$ cat src/rtl/muldiv_pkg.sv
// Shared definitions for the multiply/divide controller: default width,
// operation codes, sequencing states and iteration counter width.
package muldiv_pkg;

    localparam int unsigned XLEN_DEF = 32;
    localparam int unsigned CNT_W    = 6;

    localparam logic [2:0] MD_MULT  = 3'd0;
    localparam logic [2:0] MD_MULTU = 3'd1;
    localparam logic [2:0] MD_DIV   = 3'd2;
    localparam logic [2:0] MD_DIVU  = 3'd3;
    localparam logic [2:0] MD_MTHI  = 3'd4;
    localparam logic [2:0] MD_MTLO  = 3'd5;

    typedef enum logic [1:0] {
        ST_IDLE,
        ST_MUL,
        ST_DIV,
        ST_FIX
    } md_state_e;

endpackage

$ cat src/rtl/muldiv_iter_core.sv
// One combinational iteration step: shift-add multiply (div_mode=0) or
// restoring shift-subtract divide (div_mode=1) on a {acc_hi, acc_lo} pair.
module muldiv_iter_core #(
    parameter int unsigned XLEN = 32
) (
    input  logic            div_mode,
    input  logic [XLEN-1:0] acc_hi,
    input  logic [XLEN-1:0] acc_lo,
    input  logic [XLEN-1:0] opb,
    output logic [XLEN-1:0] acc_hi_n,
    output logic [XLEN-1:0] acc_lo_n
);

    logic [XLEN:0]   sum;
    logic [XLEN:0]   rem_sh;
    logic [XLEN-1:0] diff;
    logic            ge;

    always_comb begin
        // Multiply: acc_lo holds the remaining multiplier bits, acc_hi the partial product.
        sum    = {1'b0, acc_hi} + (acc_lo[0] ? {1'b0, opb} : '0);
        // Divide: acc_hi is the remainder (< divisor), acc_lo shifts dividend out and quotient in.
        rem_sh = {acc_hi, acc_lo[XLEN-1]};
        ge     = (rem_sh >= {1'b0, opb});
        diff   = rem_sh[XLEN-1:0] - opb;

        if (div_mode) begin
            acc_hi_n = ge ? diff : rem_sh[XLEN-1:0];
            acc_lo_n = {acc_lo[XLEN-2:0], ge};
        end else begin
            acc_hi_n = sum[XLEN:1];
            acc_lo_n = {sum[0], acc_lo[XLEN-1:1]};
        end
    end

endmodule

$ cat src/rtl/muldiv_ctrl.sv
// HI/LO owner and sequencer for the multi-cycle multiply/divide unit.
// Optional single-cycle multiply: define MULDIV_FAST_MUL_EN.
module muldiv_ctrl
    import muldiv_pkg::*;
#(
    parameter int unsigned XLEN = XLEN_DEF
) (
    input  logic            clk,
    input  logic            rst,
    input  logic            op_valid,
    input  logic [2:0]      op,
    input  logic [XLEN-1:0] rs_val,
    input  logic [XLEN-1:0] rt_val,
    input  logic            rd_hi_req,
    input  logic            rd_lo_req,
    output logic            stall,
    output logic            busy,
    output logic [XLEN-1:0] hi,
    output logic [XLEN-1:0] lo,
    output logic            div_zero
);

    md_state_e       state_q, state_d;
    logic [CNT_W-1:0] cnt_q, cnt_d;
    logic [XLEN-1:0] acc_hi_q, acc_hi_d;
    logic [XLEN-1:0] acc_lo_q, acc_lo_d;
    logic [XLEN-1:0] opb_q, opb_d;
    logic [XLEN-1:0] hi_q, hi_d;
    logic [XLEN-1:0] lo_q, lo_d;
    logic            neg_lo_q, neg_lo_d;
    logic            neg_hi_q, neg_hi_d;
    logic            is_div_q, is_div_d;
    logic            dz_q, dz_d;
    logic            div_zero_q, div_zero_d;

    logic            signed_op;
    logic            op_known;
    logic [XLEN-1:0] rs_mag, rt_mag;
    logic [XLEN-1:0] core_hi, core_lo;
    logic [2*XLEN-1:0] prod_fix;
`ifdef MULDIV_FAST_MUL_EN
    logic [2*XLEN-1:0] fast_prod;
`endif

    muldiv_iter_core #(.XLEN(XLEN)) u_core (
        .div_mode (state_q == ST_DIV),
        .acc_hi   (acc_hi_q),
        .acc_lo   (acc_lo_q),
        .opb      (opb_q),
        .acc_hi_n (core_hi),
        .acc_lo_n (core_lo)
    );

    always_comb begin
        signed_op = (op == MD_MULT) || (op == MD_DIV);
        op_known  = (op <= MD_MTLO);
        rs_mag    = (signed_op && rs_val[XLEN-1]) ? (~rs_val + 1'b1) : rs_val;
        rt_mag    = (signed_op && rt_val[XLEN-1]) ? (~rt_val + 1'b1) : rt_val;
`ifdef MULDIV_FAST_MUL_EN
        fast_prod = {{XLEN{1'b0}}, rs_mag} * {{XLEN{1'b0}}, rt_mag};
`endif
        prod_fix  = neg_lo_q ? (~{acc_hi_q, acc_lo_q} + 1'b1) : {acc_hi_q, acc_lo_q};

        state_d    = state_q;
        cnt_d      = cnt_q;
        acc_hi_d   = acc_hi_q;
        acc_lo_d   = acc_lo_q;
        opb_d      = opb_q;
        hi_d       = hi_q;
        lo_d       = lo_q;
        neg_lo_d   = neg_lo_q;
        neg_hi_d   = neg_hi_q;
        is_div_d   = is_div_q;
        dz_d       = dz_q;
        div_zero_d = 1'b0;

        unique case (state_q)
            ST_IDLE: begin
                if (op_valid) begin
                    case (op)
                        MD_MTHI: hi_d = rs_val;
                        MD_MTLO: lo_d = rs_val;
                        MD_MULT, MD_MULTU: begin
                            acc_hi_d = '0;
                            acc_lo_d = rt_mag;
                            opb_d    = rs_mag;
                            neg_lo_d = signed_op && (rs_val[XLEN-1] ^ rt_val[XLEN-1]);
                            neg_hi_d = 1'b0;
                            is_div_d = 1'b0;
                            dz_d     = 1'b0;
                            cnt_d    = '0;
`ifdef MULDIV_FAST_MUL_EN
                            {acc_hi_d, acc_lo_d} = fast_prod;
                            state_d  = ST_FIX;
`else
                            state_d  = ST_MUL;
`endif
                        end
                        MD_DIV, MD_DIVU: begin
                            opb_d    = rt_mag;
                            neg_lo_d = signed_op && (rs_val[XLEN-1] ^ rt_val[XLEN-1]);
                            neg_hi_d = signed_op && rs_val[XLEN-1];
                            is_div_d = 1'b1;
                            cnt_d    = '0;
                            if (rt_val == '0) begin
                                // Divide by zero bypasses iteration; FIX copies these through raw.
                                acc_hi_d = rs_val;
                                acc_lo_d = '1;
                                dz_d     = 1'b1;
                                state_d  = ST_FIX;
                            end else begin
                                acc_hi_d = '0;
                                acc_lo_d = rs_mag;
                                dz_d     = 1'b0;
                                state_d  = ST_DIV;
                            end
                        end
                        default: ;
                    endcase
                end
            end
            ST_MUL, ST_DIV: begin
                acc_hi_d = core_hi;
                acc_lo_d = core_lo;
                cnt_d    = cnt_q + CNT_W'(1);
                if (cnt_q == CNT_W'(XLEN - 1)) begin
                    state_d = ST_FIX;
                end
            end
            ST_FIX: begin
                if (dz_q) begin
                    hi_d       = acc_hi_q;
                    lo_d       = acc_lo_q;
                    div_zero_d = 1'b1;
                end else if (is_div_q) begin
                    hi_d = neg_hi_q ? (~acc_hi_q + 1'b1) : acc_hi_q;
                    lo_d = neg_lo_q ? (~acc_lo_q + 1'b1) : acc_lo_q;
                end else begin
                    {hi_d, lo_d} = prod_fix;
                end
                state_d = ST_IDLE;
            end
            default: state_d = ST_IDLE;
        endcase
    end

    always_ff @(posedge clk) begin
        if (rst) begin
            state_q    <= ST_IDLE;
            cnt_q      <= '0;
            acc_hi_q   <= '0;
            acc_lo_q   <= '0;
            opb_q      <= '0;
            hi_q       <= '0;
            lo_q       <= '0;
            neg_lo_q   <= 1'b0;
            neg_hi_q   <= 1'b0;
            is_div_q   <= 1'b0;
            dz_q       <= 1'b0;
            div_zero_q <= 1'b0;
        end else begin
            state_q    <= state_d;
            cnt_q      <= cnt_d;
            acc_hi_q   <= acc_hi_d;
            acc_lo_q   <= acc_lo_d;
            opb_q      <= opb_d;
            hi_q       <= hi_d;
            lo_q       <= lo_d;
            neg_lo_q   <= neg_lo_d;
            neg_hi_q   <= neg_hi_d;
            is_div_q   <= is_div_d;
            dz_q       <= dz_d;
            div_zero_q <= div_zero_d;
        end
    end

    assign busy     = (state_q != ST_IDLE);
    assign stall    = busy && ((op_valid && op_known) || rd_hi_req || rd_lo_req);
    assign hi       = hi_q;
    assign lo       = lo_q;
    assign div_zero = div_zero_q;

endmodule

$ cat config.mk
export PLATFORM = sky130hd
export DESIGN_NAME = muldiv_ctrl
export DESIGN_NICKNAME = d
export VERILOG_FILES = /design/src/rtl/muldiv_pkg.sv /design/src/rtl/muldiv_iter_core.sv /design/src/rtl/muldiv_ctrl.sv
export SDC_FILE = /design/constraint.sdc
export NUM_CORES = 1
export LEC_CHECK = 0
export ABC_AREA = 1
export CORE_MARGIN = 1
export CORE_UTILIZATION = 30
export DETAILED_ROUTE_END_ITERATION = 10
export DONT_BUFFER_PORTS = 1
export PLACE_DENSITY = 0.41
export SLEW_MARGIN = 20
export SYNTH_ARGS = -nofsm -noshare
export SYNTH_HDL_FRONTEND = slang
export SYNTH_SLANG_ARGS = --single-unit
$ cat constraint.sdc
create_clock -name clk -period 5.8 [get_ports clk]
set_clock_uncertainty 0.15 [all_clocks]
set_input_delay 1.45 -clock clk [delete_from_list [all_inputs] [get_ports clk]]
set_output_delay 1.45 -clock clk [all_outputs]
set_load 0.02 [all_outputs]
After elaboration in Yosys (flattened, before gate mapping)
Cells that the tools add are included.
- output and inout bits: 67
- bits of input ports: 72
- flip-flop bits (word level): 173
- word-level logic and storage cells: 112
- equality and inequality tests: 15
- mux-type cells: 41
- bitwise logic cells: 7
- reductions and logical operators: 27
- $add $sub $neg: 8
- magnitude comparators: 2
- operators with widths (cell ; number):
    $mux 32 ; 20
    $pmux 32 s2 ; 7
    $add 32x1->32 const B ; 4
    $not 32->32 ; 4
    $add 64x1->64 const B ; 1
    $mux 64 ; 1
    $not 64->64 ; 1
    $add 32x33->33 ; 1
    $ge 33x32->1 ; 1
    $logic_not 32->1 ; 1
    $sub 32x32->32 ; 1
    $reduce_and 3->1 ; 7
    $mux 6 ; 2
    $pmux 6 s2 ; 1
    $reduce_bool 2->1 ; 4
    $reduce_or 2->1 ; 4
    $add 6x1->6 const B ; 1
    $eq 3x2->1 const B ; 2
    $eq 3x3->1 const B ; 2
    $eq 6x5->1 const B ; 1
    $ne 2x2->1 const B ; 3
    $pmux 1 s2 ; 3
    $pmux 2 s3 ; 1
    $logic_and 1x1->1 ; 5
    other kinds (15) ; 22

Depth between registers and ports, before layout
Gate-level depths: netlist (run 1).
- word-level depth: 8
- mapped depth: 20
- gate-level depth less buffers: 18

Modules after synthesis
A second synthesis (run 1) with hierarchy kept.
- cell total of the unflattened synthesis: 3407
- area total of the unflattened synthesis: 18753.0 um^2
- by module, submodules not included (module ; area each (um^2) ; cells each ; times used):
    muldiv_ctrl ; 12588.3 ; 2133 ; 1
    muldiv_iter_core ; 6164.7 ; 1274 ; 1

Worst setup path before layout (run 1)
OpenSTA, ideal clock, no wires.
- path kind: input-to-output
- start point: input port op[1]
- end point: output port stall
- slack: 2.249 ns
- arrival: 1.951 ns
- path buffers: 0
- cell stages on the path: 3
- cell sequence: inv_1 -> o21ai_0 -> a21oi_1
- longest elaborated chain between the ends: 5
- RTL lines (element ; RTL line ; RTL):
    start, declared ; muldiv_ctrl.sv:11 ; input logic [2:0] op,
    $le 3x3->1 ; muldiv_ctrl.sv:56 ; op_known = (op <= MD_MTLO);
    $logic_and 1x1->1 ; muldiv_ctrl.sv:178 ; assign stall = busy && ((op_valid && op_known) || rd_hi_req || rd_lo_req);
    $logic_or 1x1->1 (2 in a row) ; muldiv_ctrl.sv:178 ;
    $logic_and 1x1->1 ; muldiv_ctrl.sv:178 ;
    end, declared ; muldiv_ctrl.sv:16 ; output logic stall,
No other way between the ends.

Worst setup path after layout (run 1)
- start point: register acc_lo_q[0]
- end point: register acc_hi_q[31]
- longest elaborated chain between the ends: 4
- RTL lines (element ; RTL line ; RTL):
    start, declared ; muldiv_ctrl.sv:26 ; logic [XLEN-1:0] acc_lo_q, acc_lo_d;
    start signal, assigned ; muldiv_ctrl.sv:165 ; acc_lo_q <= acc_lo_d;
    $mux 32 ; muldiv_iter_core.sv:21 ; sum = {1'b0, acc_hi} + (acc_lo[0] ? {1'b0, opb} : '0);
    $add 32x33->33 ; muldiv_iter_core.sv:21 ;
    $mux 32 ; muldiv_iter_core.sv:27 ; if (div_mode) begin
    $pmux 32 s2 ; muldiv_ctrl.sv:77 ; unique case (state_q)
    end signal, assigned ; muldiv_ctrl.sv:164 ; acc_hi_q <= acc_hi_d;
    end, declared ; muldiv_ctrl.sv:25 ; logic [XLEN-1:0] acc_hi_q, acc_hi_d;
No other way between the ends.
A chain may end at the register's enable or synchronous reset.

==> results_dict.tcl, run 1 <==
set metrics [dict create \
    holdCritStartpoint "cnt_q[4]" \
    horizontal_die_dimension_microns 251 \
    synth.area.top_cells "nand2_1 20%, dfxtp_1 19%, inv_1 9.8%, nor2_1 7.7%, a21oi_1 7.0%" \
    cts.reportedPaths.clkPinSlew_ns 0.08 \
    cts.root.buffer_cell "clkbuf_16" \
    timing.critical_path.to_type "flop" \
    power_per_cell_area_mw_per_mm2 568 \
    netlist_top_cells_count "970 x nand2_1, 486 x inv_1, 382 x nor2_1, 261 x a21oi_1, 257 x o21ai_0" \
    async_reset_ff_frac 0 \
    synth-seq-cells 173 \
    max-clock-path-buffers 2 \
    layout-area-overhead-vs-synth_pct 7.22 \
    slew_viol_final 0 \
    netlist.top_cell.by_area "nand2_1" \
    post_route_cells_drive_above_1_share 0.0411 \
    die-height_microns 251 \
    row_count 90 \
    global_route.usage.total 0.322 \
    detailedPlacementHpwl_mm 84.3 \
    clock_latency_ns 0.49 \
    synth_cell_types 51 \
    grt_pass1_vias 21300 \
    post-route-drc-count 0 \
    multiInputGateArea_sq_mm 0.0128 \
    fill_count 7118 \
    ff2ff_path_depth 16 \
    netlist.area_leader.share 0.196 \
    max_clock_freq_ghz 0.253 \
    cp-start-kind "flop" \
    worstReg2RegEnd "acc_hi_q[31]" \
    critical_path.reg2reg.startpoint "acc_lo_q[0]" \
    clkSinkCount 173 \
    dr.first_iter.drc_count 2288 \
    postSynthNetCount 3546 \
    crit_path_max_fanout 16 \
    cp_data_arrival_time_ns 4.23 \
    antenna_found_initial 1 \
    post_synth_instance_area_sq_mm 0.0186 \
    htree_levels 4 \
    syn-instance-count 3400 \
    cts_made_buffers 17 \
    detail_route.wl_per_cell_microns 24.9 \
    whs_endpoint "cnt_q[4]" \
    syn_area_per_cell_sq_um 5.48 \
    final_cell_count_no_fill 4120 \
    synth-edff-count 0 \
    dominantRegCellSynth "dfxtp_1" \
    floorplan.initialDensity 0.306 \
    cap_violations 0 \
    regArea_sq_mm 0.00346 \
    worst_slew_pin_slew_ns 0.961 \
    vdd_drop_max_mv 0.532 \
    finalWorstPathRequiredPeriod_ns 3.95 \
    post-cts-setup-buffers 0 \
    final_nets 3469 \
    postRouteAntennaNets 0 \
    routed-via-count 22600 \
    die_area_sq_mm 0.0631 \
    detailedRoute.firstPassIterationCount 5 \
    min_path_type "flop to flop" \
    timing.hold.worst_path_depth 2 \
    final-hold-violation-count 0 \
    finalSetupViolCount 0 \
    synth_sequential_area_ratio 0.186 \
    weighted_congestion_at_the_end_of_routability_driven_global_placement 1.04 \
    status "finished, final reports clean" \
    cts_hold_buf 0 \
    pin_count_of_the_biggest_net_entering_global_routing 61 \
    required_ns 6.08 \
    slew_headroom 0.359 \
    ys.warnings.count 0 \
    tns_ns 0 \
    grt_setup_unrepaired "false" \
    placement.io_buffers 0 \
    postCtsResizedCells 0 \
    cts_tree "built" \
    remaining_global_route_overflow 0 \
    critPathKind "flop to flop" \
    numPlacedInstances 4086 \
    power.static_leakage_nw 9.62 \
    setup.reg_to_reg.worst_slack_ns 1.85 \
    ports_placed_on_the_boundary 139 \
    final.period_utilization 0.681 \
    core-area_sq_mm 0.0608 \
    grt_pass1_wl_mm 148 \
    route.detailed.vias_per_inst 5.49 \
    routed_wirelength_mm 103 \
    yosys.cell_count.top_type "nand2_1" \
]
-- sequential cells by signal (all words and copies together), names as in the netlist --
| register | cells |
|---|---|
| neg_hi_q | 1 |
| div_zero | 1 |
| opb_q | 32 |
| neg_lo_q | 1 |
| lo | 32 |
| state_q | 2 |
| is_div_q | 1 |
| acc_lo_q | 32 |
| cnt_q | 6 |
| dz_q | 1 |
| hi | 32 |
| acc_hi_q | 32 |
-- area by class of cell --
class,count,share of cell area
Antenna cell,2,0.000251
Clock buffer,17,0.0213
Clock inverter,15,0.00840
Inverter,502,0.0945
Multi-Input combinational cell,2596,0.641
Sequential cell,173,0.173
Tap cell,782,0.0490
Timing Repair Buffer,33,0.0124
-- worst max-delay path, stage by stage, from the launching register on --
cell	delay, ns
dfxtp_1	0.92
nand2_1	0.13
inv_1	0.10
ha_1	0.32
fa_1	0.48
nand3_1	0.12
nand3_1	0.25
nand2_1	0.09
nand3b_1	0.15
nand2_1	0.09
nand2_1	0.16
nand2_1	0.13
o21ai_0	0.32
a21oi_1	0.11
nand2_1	0.15
nand2_1	0.06
a21oi_1	0.11
-- through the flow --
stage / setup WS, ns / utilization / area [sq um] / hold WS (ns) / total power [mW]
after floorplan: 2.25 / - / 18600 / 0.297 / 7.18
after global placement: 1.73 / 0.318 / 19400 / 0.297 / 9.99
after detailed placement: 1.69 / 0.318 / 19400 / 0.303 / 9.94
after CTS: 1.92 / 0.328 / 20000 / 0.317 / 11.2
after global routing: 1.62 / 0.328 / 20000 / 0.340 / 12.2
final: 1.85 / 0.328 / 20000 / 0.320 / 11.3
-- routing by layer --
layer | GRT usage | share of wire | wire length (microns) | vias up
met1 | 0.440 | 0.45 | 46300 | 10700
li1 | - | - | - | 10900
met2 | 0.502 | 0.44 | 45000 | 864
met3 | 0.0492 | 0.070 | 7150 | 124
met5 | 0 | 0.00033 | 34 | -
met4 | 0.132 | 0.041 | 4240 | 4
-- worst max-delay path by stage --
stage | endpoint | depth (start not counted) | slack, ns | from
after floorplan | stall | 3 | 2.25 | op[1]
after global placement | acc_hi_q[2] | 11 | 1.73 | rt_val[1]
after detailed placement | acc_hi_q[2] | 11 | 1.69 | rt_val[1]
after CTS | acc_hi_q[31] | 16 | 1.92 | acc_lo_q[0]
after global routing | acc_hi_q[29] | 18 | 1.62 | acc_lo_q[0]
final | acc_hi_q[31] | 16 | 1.85 | acc_lo_q[0]
-- cells by family after synthesis --
kind of cell             Yosys count  synth area share
AND/OR/NAND/NOR                 1799             0.411
adder cells (fa/ha/maj)           74            0.0505
buffers and inverters            631             0.129
flip-flops                       173             0.186
XOR/XNOR                          67            0.0315
AO/OA/AOI/OAI                    656             0.192
-- placed cells by master (no fill, tap or decap), types with 17 or more instances in the layout --
| cell | instances |
|---|---|
| nand4_1 | 97 |
| nand3_1 | 245 |
| buf_4 | 33 |
| nor3_1 | 29 |
| nand3b_1 | 22 |
| dfxtp_1 | 173 |
| ha_1 | 70 |
| inv_1 | 484 |
| o21ai_0 | 257 |
| xor2_1 | 52 |
| clkbuf_16 | 17 |
| nor2_1 | 378 |
| a31oi_1 | 37 |
| a21oi_1 | 261 |
| nand2_1 | 970 |
| nor2_2 | 17 |
| o211ai_1 | 33 |
-- where the power goes --
part	total [mW]	internal, mW	switching [mW]	leakage, nW
Clock	1.20	0.578	0.623	0.279
Sequential	2.11	1.46	0.659	1.41
Combinational	8.02	2.24	5.79	7.93
Total	11.3	4.27	7.07	9.62
No activity file was read; power rests on OpenSTA's default activity.
==> run 2: changes to the inputs <==
--- a/config.mk
+++ b/config.mk
@@ -10,7 +10,7 @@
 export CORE_UTILIZATION = 30
 export DETAILED_ROUTE_END_ITERATION = 10
 export DONT_BUFFER_PORTS = 1
-export PLACE_DENSITY = 0.41
+export PLACE_DENSITY = 0.42
 export SLEW_MARGIN = 20
 export SYNTH_ARGS = -nofsm -noshare
 export SYNTH_HDL_FRONTEND = slang
==> constraint.sdc (replaced) <==
create_clock -name clk -period 3.5 [get_ports clk]
set_clock_uncertainty 0.15 [all_clocks]
set_input_delay 0.875 -clock clk [delete_from_list [all_inputs] [get_ports clk]]
set_output_delay 0.875 -clock clk [all_outputs]
set_load 0.02 [all_outputs]
==> results_dict.tcl, run 2 (synthesis gave the netlist of run 1 again) <==
set metrics [dict create \
    clock_latency_ns 0.50 \
    pin_count_of_the_biggest_net_entering_global_routing 118 \
    horizontal_die_dimension_microns 251 \
    routed_wirelength_mm 105 \
    most-common-layout-cells "970 x nand2_1, 485 x inv_1, 378 x nor2_1, 261 x a21oi_1, 257 x o21ai_0" \
    row_count 90 \
    final_standard_cell_area_without_fillers_sq_mm 0.0204 \
    critical_path.cell_chain "buf_12 -> nand2_1 -> inv_1 -> ha_1 -> nand2_1 -> nand2_1 -> a21oi_1 -> nand3_1 -> nand2_1 -> nand2_1 -> or2_2 -> a21oi_1 -> nand3_1 -> nand2_1 -> a21oi_1" \
    status "finished, final reports clean" \
    most_common_library_cell_in_the_layout_ignoring_fill_and_taps "nand2_1" \
    detailedRoute.firstPassIterationCount 6 \
    cp-start-kind "flop" \
    route.detailed.vias_per_inst 5.55 \
    vdd_drop_max_mv 0.419 \
    post-place-ws_ns 0.203 \
    switching_share 0.616 \
    power_frac_seq 0.164 \
    worst_slew_pin_slew_ns 0.958 \
    antenna_found_initial 0 \
    finalSetupViolCount 0 \
    setup.reg_to_reg.worst_slack_ns 0.27 \
    detail_route.wl_per_cell_microns 25.2 \
    grt_setup_unrepaired "false" \
    place_area_sq_mm 0.0198 \
    clkSinkCount 173 \
    htree_levels 4 \
    placement.io_buffers 0 \
    final-hold-violation-count 0 \
    required_ns 3.73 \
    cts.reportedPaths.clkPinSlew_ns 0.08 \
    postCtsResizedCells 0 \
    cp.buffers_inverters 2 \
    finalWorstPathRequiredPeriod_ns 3.23 \
    antenna_cells_inserted 0 \
    post_route_cells_drive_above_1_share 0.0547 \
    die_area_sq_mm 0.0631 \
    global_route.usage.total 0.329 \
    power_frac_comb 0.732 \
    cts.root.buffer_cell "clkbuf_16" \
    tns_ns 0 \
    post-cts-setup-buffers 0 \
    power_per_cell_area_mw_per_mm2 952 \
    power_frac_clock 0.105 \
    final_nets 3518 \
    ports_placed_on_the_boundary 139 \
    crit_path_max_fanout 31 \
    layout-area-overhead-vs-synth_pct 9.66 \
    post-route-drc-count 0 \
    cp_data_arrival_time_ns 3.46 \
    routed-via-count 23100 \
    min_path_type "flop to flop" \
    net_sw_power_mw 12.0 \
    critical-path-max-stage-delay_ns 0.45 \
    postRouteAntennaNets 0 \
    max-clock-path-buffers 2 \
    cts_tree "built" \
    cts_hold_buf 0 \
    dr.first_iter.drc_count 2725 \
    slew_viol_final 0 \
    die-height_microns 251 \
    grt_pass1_wl_mm 151 \
    detailedPlacementHpwl_mm 85.6 \
    slew_headroom 0.359 \
    slowest_library_cell_on_the_worst_path "dfxtp_1" \
    worst_slack_setup_final_ns 0.267 \
    timing.critical_path.to_type "flop" \
    cts_made_buffers 17 \
    grt_pass1_vias 21700 \
    weighted_congestion_at_the_end_of_routability_driven_global_placement 1.02 \
    cap_violations 0 \
    final.period_utilization 0.924 \
    critPathKind "flop to flop" \
    max_clock_freq_ghz 0.309 \
    critical_path.top_delay_family "simple AND/OR/NAND/NOR gates" \
    remaining_global_route_overflow 0 \
    power.static_leakage_nw 9.90 \
    critical_path.most_common_cell "nand2_1" \
    p_int_mw 7.46 \
    floorplan.initialDensity 0.306 \
    core-area_sq_mm 0.0608 \
]
[run 2: cell types whose count changed in the layout (fill, tap and decap cells not counted), moves of 2 or more]
| cell | change |
|---|---|
| buf_4 | +41 |
| buf_12 | +8 |
| clkinv_8 | -2 |
| diode_2 | -2 |
[run 2: final cells by class]
class / instances / area [sq um]
Clock buffer: 18 / 439
Fill cell: 7022 / 40400
Timing Repair Buffer: 82 / 716
Tap cell: 782 / 978
Sequential cell: 173 / 3460
Multi-Input combinational cell: 2596 / 12800
Clock inverter: 14 / 150
Inverter: 502 / 1890
[run 2: worst reg2reg max path, stage by stage (launching register included)]
cell and delay [ns]:
dfxtp_1 0.45, buf_12 0.24, nand2_1 0.19, inv_1 0.09, ha_1 0.29, nand2_1 0.11
nand2_1 0.09, a21oi_1 0.23, nand3_1 0.23, nand2_1 0.11, nand2_1 0.10, or2_2 0.29
a21oi_1 0.30, nand3_1 0.12, nand2_1 0.07, a21oi_1 0.06
[run 2: per-layer routing]
layer / global-route usage / wire (microns)
met1: 0.446 / 46300
met2: 0.510 / 45800
met3: 0.0476 / 7760
met4: 0.154 / 5120
met5: 0 / 0
[run 2: worst paths after layout]
check                    from           end  depth (start not counted)
setup reg to reg  acc_lo_q[0]  acc_hi_q[12]                         15
hold / removal       cnt_q[4]      cnt_q[4]                          2
setup / recovery  acc_lo_q[0]  acc_hi_q[12]                         15
hold reg to reg      cnt_q[4]      cnt_q[4]                          2
[run 2: per-stage QoR]
| step | instances | utilization | power, mW | hold slack [ns] |
|---|---|---|---|---|
| 6_report | 4167 | 0.336 | 19.4 | 0.316 |
| 5_1_grt | 4167 | 0.336 | 20.8 | 0.292 |
| 4_1_cts | 4167 | 0.336 | 19.1 | 0.261 |
| 3_5_place_dp | 4135 | 0.326 | 17.0 | 0.305 |
| 3_3_place_gp | 4135 | 0.326 | 17.2 | 0.303 |
| 2_1_floorplan | 3400 | - | 11.9 | 0.297 |
[run 2: power by group through the flow]
stage	Sequential [mW]	Clock, mW	Combinational [mW]
after global placement	3.19	0	14.0
after global routing	3.21	2.14	15.4
final	3.18	2.03	14.2
after detailed placement	3.20	0	13.8
after CTS	3.15	2.07	13.9
after floorplan	2.95	0	8.96
